$ cat src/rtl/jk_pkg.sv
// Shared encodings for the JK mode counter: operating modes and per-cell JK codes.
package jk_pkg;
  localparam logic [1:0] MODE_RAW  = 2'b00;
  localparam logic [1:0] MODE_UP   = 2'b01;
  localparam logic [1:0] MODE_DOWN = 2'b10;
  localparam logic [1:0] MODE_HOLD = 2'b11;

  localparam logic [1:0] JK_HOLD = 2'b00;
  localparam logic [1:0] JK_CLR  = 2'b01;
  localparam logic [1:0] JK_SET  = 2'b10;
  localparam logic [1:0] JK_TGL  = 2'b11;
endpackage

$ cat src/rtl/jk_cell.sv
// Single JK storage bit with synchronous reset to a per-bit value and a load override.
module jk_cell
  import jk_pkg::*;
(
  input  logic clk,
  input  logic rst,
  input  logic rst_val,
  input  logic ce,
  input  logic ld,
  input  logic ld_val,
  input  logic j,
  input  logic k,
  output logic q
);

  logic q_q;
  logic q_d;

  // Next-state: load wins over the JK code; ce gates everything except reset.
  always_comb begin
    q_d = q_q;
    if (ce) begin
      if (ld) begin
        q_d = ld_val;
      end else begin
        case ({j, k})
          JK_HOLD: q_d = q_q;
          JK_CLR:  q_d = 1'b0;
          JK_SET:  q_d = 1'b1;
          JK_TGL:  q_d = ~q_q;
          default: q_d = q_q;
        endcase
      end
    end else begin
      q_d = q_q;
    end
  end

  // State register with synchronous active-high reset.
  always_ff @(posedge clk) begin
    if (rst) begin
      q_q <= rst_val;
    end else begin
      q_q <= q_d;
    end
  end

  assign q = q_q;

endmodule

$ cat src/rtl/jk_mode_counter.sv
// WIDTH-bit register of JK cells running as raw JK, up-counter, down-counter or hold,
// with parallel load, optional saturation, a terminal-count flag and a wrap/clamp event pulse.
module jk_mode_counter
  import jk_pkg::*;
#(
  parameter int               WIDTH    = 8,
  parameter int               SATURATE = 0,
  parameter logic [WIDTH-1:0] RST_VAL  = '0
) (
  input  logic             clk,
  input  logic             rst,
  input  logic             en,
  input  logic             load,
  input  logic [WIDTH-1:0] load_val,
  input  logic [1:0]       mode,
  input  logic [WIDTH-1:0] j,
  input  logic [WIDTH-1:0] k,
  output logic [WIDTH-1:0] q,
  output logic             tc,
  output logic             evt
);

  logic [WIDTH-1:0] q_s;
  logic [WIDTH-1:0] up_tgl_s;
  logic [WIDTH-1:0] dn_tgl_s;
  logic [WIDTH-1:0] j_s;
  logic [WIDTH-1:0] k_s;
  logic             all_ones_s;
  logic             all_zero_s;
  logic             at_end_s;
  logic             evt_q;
  logic             evt_d;

  assign all_ones_s = &q_s;
  assign all_zero_s = ~|q_s;

  // Toggle chains: bit i flips when every lower bit is 1 (up) or 0 (down).
  always_comb begin
    up_tgl_s    = '0;
    dn_tgl_s    = '0;
    up_tgl_s[0] = 1'b1;
    dn_tgl_s[0] = 1'b1;
    for (int i = 1; i < WIDTH; i++) begin
      up_tgl_s[i] = up_tgl_s[i-1] & q_s[i-1];
      dn_tgl_s[i] = dn_tgl_s[i-1] & ~q_s[i-1];
    end
  end

  // Per-bit J/K selection; a saturated end value zeroes the chain so the cells hold.
  always_comb begin
    j_s      = '0;
    k_s      = '0;
    at_end_s = 1'b0;
    case (mode)
      MODE_RAW: begin
        j_s = j;
        k_s = k;
      end
      MODE_UP: begin
        at_end_s = all_ones_s;
        if ((SATURATE != 0) && all_ones_s) begin
          j_s = '0;
          k_s = '0;
        end else begin
          j_s = up_tgl_s;
          k_s = up_tgl_s;
        end
      end
      MODE_DOWN: begin
        at_end_s = all_zero_s;
        if ((SATURATE != 0) && all_zero_s) begin
          j_s = '0;
          k_s = '0;
        end else begin
          j_s = dn_tgl_s;
          k_s = dn_tgl_s;
        end
      end
      MODE_HOLD: begin
        j_s = '0;
        k_s = '0;
      end
      default: begin
        j_s = '0;
        k_s = '0;
      end
    endcase
  end

  for (genvar g = 0; g < WIDTH; g++) begin : g_cell
    jk_cell u_cell (
      .clk     (clk),
      .rst     (rst),
      .rst_val (RST_VAL[g]),
      .ce      (en),
      .ld      (load),
      .ld_val  (load_val[g]),
      .j       (j_s[g]),
      .k       (k_s[g]),
      .q       (q_s[g])
    );
  end

  // Event fires on any counting edge that starts at the end value (wrap or clamp).
  always_comb begin
    evt_d = 1'b0;
    if (en && !load) begin
      evt_d = at_end_s;
    end else begin
      evt_d = 1'b0;
    end
  end

  // Event pulse register.
  always_ff @(posedge clk) begin
    if (rst) begin
      evt_q <= 1'b0;
    end else begin
      evt_q <= evt_d;
    end
  end

  assign q   = q_s;
  assign evt = evt_q;
  assign tc  = ((mode == MODE_UP) && all_ones_s) || ((mode == MODE_DOWN) && all_zero_s);

endmodule

$ cat config.mk
export PLATFORM = sky130hd
export DESIGN_NAME = jk_mode_counter
export DESIGN_NICKNAME = d
export VERILOG_FILES = /design/src/rtl/jk_pkg.sv /design/src/rtl/jk_cell.sv /design/src/rtl/jk_mode_counter.sv
export SDC_FILE = /design/constraint.sdc
export NUM_CORES = 1
export LEC_CHECK = 0
export ABC_AREA = 1
export BUFFER_PORTS_ARGS = -buffer_cell sky130_fd_sc_hd__buf_4
export CORE_MARGIN = 3
export CORE_UTILIZATION = 51
export CTS_BUF_LIST = sky130_fd_sc_hd__clkbuf_2 sky130_fd_sc_hd__clkbuf_4 sky130_fd_sc_hd__clkbuf_8
export CTS_CLUSTER_SIZE = 30
export DETAILED_ROUTE_END_ITERATION = 12
export GPL_ROUTABILITY_DRIVEN = 0
export PLACE_DENSITY = 0.92
export SLEW_MARGIN = 20
export SYNTH_ARGS = -nofsm -noshare
export SYNTH_HDL_FRONTEND = slang
export SYNTH_HIERARCHICAL = 1
export SYNTH_SLANG_ARGS = --single-unit
export TNS_END_PERCENT = 50
$ cat constraint.sdc
create_clock -name clk -period 2.4 [get_ports clk]
set_input_delay 0.12 -clock clk [delete_from_list [all_inputs] [get_ports clk]]
set_output_delay 0.12 -clock clk [all_outputs]
set_load 0.1 [all_outputs]
==> qor.csv, run 1 <==
metric,value,unit
worst-setup-path-type,flop to output port,
antenna_violations_before_repair,0,
vias,1288,
hold_buffers,0,
fp.dieArea,2530,um^2
syn-instance-count,169,
cp_data_required_time,2.28,ns
wl_per_cell,11.99,um
hold_path.class,input pin to flop,
cts_post_setup_buffers_inserted,0,
antenna_cells_inserted,0,
detailedRoute.firstPassIterationCount,6,
rr_endpoint,g_cell[6].u_cell/q$_DFFE_PP_,
mostFrequentLayoutCell,nand2_1,
report.final.setup_viol,0,
initial_utilization,0.5614,
synth_seq_area_share,0.2600,
clock_skew,0.002672,ns
tritoncts.num_buffers,3,
tritoncts_clock_tree,done,
startpoint_type_of_the_worst_setup_path,flop,
detailedPlace.worstSlack,0.7151,ns
postLayoutCoreUtil,0.7705,
grt_pass1_vias,1183,
cts.path.max_buffers,2,
run_status,completed,
setup.worst_path.end_class,output port,
critPathArrivalTime,1.65,ns
placed_cells_incl_taps,239,
syn_area,1001,um^2
worst_skew_pair.late_latency,0.27,ns
grt_overflow,0,
number_of_cells_traversed_by_the_worst_hold_path,3,
ratio_of_cells_with_drive_above_1_in_the_final_layout,0.2339,
timing_max_transition_violations_final,0,
r2r_slack,0.69,ns
critPathMaxFanout,5,
finalHoldWorstSlack,0.2240,ns
final_cells,243,
clock-sinks,9,
rows,15,
track_usage,0.2427,
clock-root-buffer,clkbuf_4,
port-buffer-count,39,
syn2layout_area_growth,37.25,%
max_cap_viol_count,0,
detail_route.iter0.violations,38,
floorplan.die.width,50.30,um
cts_resized,0,
hold_violations,0,
dieHeight,50.30,um
final_area,1374,um^2
cts_htree_levels,1,
setup_repair_after_global_routing_missed_its_margin,false,
worst_setup_hold_path_clk_slew,0.07,ns
postSynthRegisterBits,9,
vias_per_cell,5.300,
max-vdd-ir-drop,0.3727,mV
fin_setup_tns,0,ns
antenna_violating_nets_post_route,0,
static_leak,0.7636,nW
worst_hold_path.endpoint,g_cell[2].u_cell/q$_DFFE_PP_,
fin_total_pwr,0.6455,mW
finish.net_count,252,
hpwlAfterDp,2209,um
period_needed,1.775,ns
placed_cell_area,1344,um^2
max_fclk,563.5,MHz
ys_types,21,
critical_path.reg2reg.startpoint,g_cell[0].u_cell/q$_DFFE_PP_,
worstRegToRegCells,9,
power-per-cell-area,469.9,nW/um^2
min-delay-start,load_val[2],
syn-mean-instance-area,5.923,um^2
wirelength,2914,um
final_worst_path_cycle_share,0.7395,
design.portCount,40,
core_region_area,1783,um^2
grt_start_max_net_pins,26,
most-common-layout-cells,"nand2_1 (53), buf_4 (40), nor2_1 (27)",
yosys_warnings,6,
drc,0,
setup_ws,0.6252,ns
grt_pass1_wl,4740,um
worst max-delay path by stage:
stage | startpoint | end | cells past startpoint
6_report | g_cell[0].u_cell/q$_DFFE_PP_ | tc | 6
5_1_grt | g_cell[0].u_cell/q$_DFFE_PP_ | tc | 6
4_1_cts | g_cell[0].u_cell/q$_DFFE_PP_ | tc | 6
3_5_place_dp | g_cell[0].u_cell/q$_DFFE_PP_ | g_cell[6].u_cell/q$_DFFE_PP_ | 9
3_3_place_gp | g_cell[0].u_cell/q$_DFFE_PP_ | g_cell[6].u_cell/q$_DFFE_PP_ | 9
2_1_floorplan | g_cell[0].u_cell/q$_DFFE_PP_ | tc | 4
synth_stat cells (all sizes together):
| cell type | instances | area, um^2 |
|---|---|---|
| a31oi | 8 | 50.05 |
| a21oi | 18 | 90.09 |
| conb | 1 | 3.750 |
| o211ai | 1 | 7.510 |
| nand4 | 2 | 18.77 |
| o21ai | 3 | 15.01 |
| ha | 3 | 37.54 |
| buf | 2 | 15.01 |
| inv | 26 | 97.59 |
| nor2 | 29 | 123.9 |
| edfxtp | 8 | 240.2 |
| nand3 | 12 | 65.06 |
| mux2 | 1 | 11.26 |
| dfxtp | 1 | 20.02 |
| nand2 | 54 | 205.2 |
state kept, by name (all words and copies together), names as in the netlist:
name             flops
g_cell.u_cell/q      8
evt                  1
worst max-delay path, stage by stage, from the launching register on:
cell and delay [ns]:
edfxtp_1 0.48, nor2_1 0.16, nand2_2 0.10, nor2_4 0.15, nand4_2 0.11, nand2_1 0.10, buf_4 0.29
cell families (layout without fill, tap and decap cells):
kind of cell	after synthesis	after routing	synth area share
adders and majority gates	3	3	0.03750
AOI/OAI and AO/OA	30	30	0.1625
and+or+nand+nor	97	97	0.4125
muxes	1	1	0.01125
DFF	9	9	0.2600
other	1	8	0.003746
buffers and inverters	28	70	0.1125
final cells by class:
class                      count  area [um^2]
clock buffer                   4        30.03
fill                         143        409.1
inverter                      26        97.59
multi-input combinational    139        654.4
sequential                     9        260.3
tap                           25        31.28
timing repair buffer          40        300.3
per-layer routing:
layer / global-route usage / part of all wire / routed length, um / vias to the layer above
li1: - / - / - / 636
met1: 0.2661 / 0.37 / 1065 / 567
met2: 0.4457 / 0.51 / 1489 / 71
met3: 0.03264 / 0.090 / 262 / 14
met4: 0.1300 / 0.033 / 96 / 0
met5: 0 / 0 / 0 / -
where the power goes:
group,internal [mW],switching [mW]
Clock,0.0756,0.0603
Sequential,0.191,0.0209
Combinational,0.0908,0.207
Total,0.357,0.288
Note: power is estimated with default switching activity, not from simulation.
==> run 2: changes to the inputs <==
- CORE_UTILIZATION: 51 -> 50
- PLACE_DENSITY: 0.92 -> 0.9
- clock period: 2.4 -> 1.7 ns (I/O delays scaled with it)
==> run 2 against run 1 <==
  * The flow now finishes with violations (setup timing)
  * Clock-buffer cell count did not move
  * Clock power rose by 40%
  * Sequential share of layout area fell by 1.1 points
  * Sequential power rose by 41%
  * Flip-flop and latch count did not move
  * Critical path depth rose by 3
  * Clock skew barely moved
  * Critical path type is now flop to flop
  * Largest power group unchanged
==> qor.csv, run 2 (synthesis results as in run 1) <==
metric,value,unit,change
vias_per_cell,5.215,,-1.6%
clock-root-buffer,clkbuf_4,,
ratio_of_cells_with_drive_above_1_in_the_final_layout,0.2699,,+0.03597
worst_skew_pair.late_latency,0.26,ns,about the same
run_status,"finished, violations left",,
placed_cells_incl_taps,240,,+0.42%
antenna_violations_before_repair,0,,unchanged
crit_path_cell_trace,buf_4 > nand3_4 > nor2_4 > inv_2 > o21ai_1 > nand2_1 > nand2_1 > nor2_1 > a31oi_1,,
final_worst_path_cycle_share,1.008,,
floorplan.die.width,50.74,um,+0.87%
wirelength,3158,um,+8.4%
violated_checks,setup timing,,
min-delay-start,en,,
finish.net_count,260,,+3.2%
port-buffer-count,39,,unchanged
hold_buffers,0,,unchanged
setup_ws,-0.01368,ns,-0.6389 ns
fp.dieArea,2575,um^2,+1.8%
most-common-layout-cells,"nand2_1 (52), buf_4 (47), nor2_1 (26)",,
finalHoldWorstSlack,0.1717,ns,-0.05228 ns
initial_utilization,0.5556,,-0.005848
max-vdd-ir-drop,0.5532,mV,+48%
grt_pass1_wl,4643,um,-2.0%
core_region_area,1802,um^2,+1.1%
hold_violations,0,,unchanged
setup_repair_after_global_routing_missed_its_margin,true,,
worst_setup_hold_path_clk_slew,0.07,ns,about the same
power-per-cell-area,647.0,nW/um^2,+38%
vias,1309,,+1.6%
final_cells,251,,+3.3%
startpoint_type_of_the_worst_setup_path,flop,,
detailedRoute.firstPassIterationCount,4,,-2
antenna_violating_nets_post_route,0,,unchanged
worstRegToRegCells,9,,unchanged
cp_data_required_time,1.67,ns,-0.61 ns
wl_per_cell,12.58,um,+4.9%
syn2layout_area_growth,45.75,%,
max_fclk,583.5,MHz,
cts_htree_levels,1,,unchanged
most_common_cell_on_crit_path,nand2_1,,
worst-setup-path-type,flop to flop,,
clock_skew,0.002756,ns,+0.00008426 ns
fillers,124,,-13%
r2r_slack,-0.01,ns,-0.70 ns
critical_path.reg2reg.startpoint,g_cell[0].u_cell/q$_DFFE_PP_,,
drc,0,,unchanged
rr_endpoint,g_cell[6].u_cell/q$_DFFE_PP_,,
grt_overflow,0,,unchanged
grt_pass1_vias,1198,,+1.3%
rows,15,,unchanged
hold_path.class,input pin to flop,,
cts.path.max_buffers,2,,unchanged
period_needed,1.714,ns,
detail_route.iter0.violations,63,,+66%
report.final.setup_viol,1,,+1
tritoncts.num_buffers,3,,unchanged
tritoncts_clock_tree,done,,
antenna_cells_inserted,0,,unchanged
track_usage,0.2301,,-0.01254
timing.critical_path.slowest_stage_cell,edfxtp_1,,
critPathMaxFanout,5,,unchanged
cp_slowest_stage_delay,0.44,ns,-0.04 ns
clock-sinks,9,,unchanged
max_cap_viol_count,0,,unchanged
number_of_cells_traversed_by_the_worst_hold_path,3,,unchanged
setup.worst_path.end_class,flop,,
design.portCount,40,,unchanged
critPathArrivalTime,1.68,ns,+0.03 ns
hpwlAfterDp,2177,um,-1.4%
static_leak,0.8038,nW,+5.3%
worst_hold_path.endpoint,evt$_SDFF_PP0_,,
multiInputGateArea,666.9,um^2,+1.9%
postLayoutCoreUtil,0.8097,,+0.03920
timing_max_transition_violations_final,0,,unchanged
dieHeight,50.74,um,+0.87%
grt_start_max_net_pins,26,,unchanged
flip_flop_count_of_the_largest_register_all_copies_and_words_added,8,,unchanged
layout.area.seq,260.3,um^2,unchanged
mostFrequentLayoutCell,nand2_1,,
[run 2: cell types whose count changed in the layout (fill, tap and decap cells not counted)]
cell / before / now
buf_12: 0 / 1
nor2_2: 0 / 1
nor2_1: 27 / 26
nand3_2: 1 / 0
nand2_2: 1 / 2
nand3_4: 0 / 1
buf_4: 40 / 47
nand2_1: 53 / 52
[run 2: through the flow]
step / area (um^2) / setup slack [ns] / setup TNS (ns) / power, mW
2_1_floorplan: 1030 / -0.4645 / -5.254 / 0.5891
3_3_place_gp: 1354 / 0.1293 / 0 / 0.7085
3_5_place_dp: 1354 / 0.02465 / 0 / 0.7211
4_1_cts: 1384 / 0.01600 / 0 / 0.9092
5_1_grt: 1459 / -0.1159 / -0.5532 / 0.9918
6_report: 1459 / -0.01368 / -0.01368 / 0.9439
[run 2: worst max path at each step]
stage	cells after the start	from	slack [ns]	endpoint
6_report	9	g_cell[0].u_cell/q$_DFFE_PP_	-0.01	g_cell[6].u_cell/q$_DFFE_PP_
2_1_floorplan	8	g_cell[0].u_cell/q$_DFFE_PP_	-0.46	g_cell[5].u_cell/q$_DFFE_PP_
3_5_place_dp	9	g_cell[0].u_cell/q$_DFFE_PP_	0.02	g_cell[6].u_cell/q$_DFFE_PP_
5_1_grt	9	g_cell[0].u_cell/q$_DFFE_PP_	-0.12	g_cell[5].u_cell/q$_DFFE_PP_
3_3_place_gp	9	g_cell[0].u_cell/q$_DFFE_PP_	0.13	g_cell[7].u_cell/q$_DFFE_PP_
4_1_cts	6	g_cell[0].u_cell/q$_DFFE_PP_	0.02	tc
[run 2: per-layer routing]
| layer | share of wire | track usage | routed length [um] |
|---|---|---|---|
| met3 | 0.085 | 0.04451 | 269 |
| met2 | 0.49 | 0.4413 | 1539 |
| met5 | 0 | 0 | 0 |
| met1 | 0.42 | 0.2582 | 1312 |
| met4 | 0.012 | 0.04933 | 37 |
[run 2: cell type report]
type / count / area share
clock buffer: 4 / 0.02058
inverter: 26 / 0.06690
multi-input combinational: 139 / 0.4571
timing repair buffer: 48 / 0.2556
sequential: 9 / 0.1784
tap: 25 / 0.02144
[run 2: critical path: cells and delay by family, from the launching register on]
family                 cells  cell delay (ns)
AND/OR/NAND/NOR            5             0.51
flip-flops                 1             0.44
AO/OA/AOI/OAI              2             0.25
buffers and inverters      2             0.22
[run 2: timing repair]
item / CTS / global route
setup buffers: 0 / 7
endpoints found under the setup margin: 0 / 9
gates resized for setup: 0 / 5
[run 2: power by group]
part,leakage [nW],internal [mW],switching (mW)
Sequential,0.0882,0.270,0.0281
Combinational,0.697,0.149,0.307
Clock,0.0184,0.107,0.0835
Total,0.804,0.525,0.419
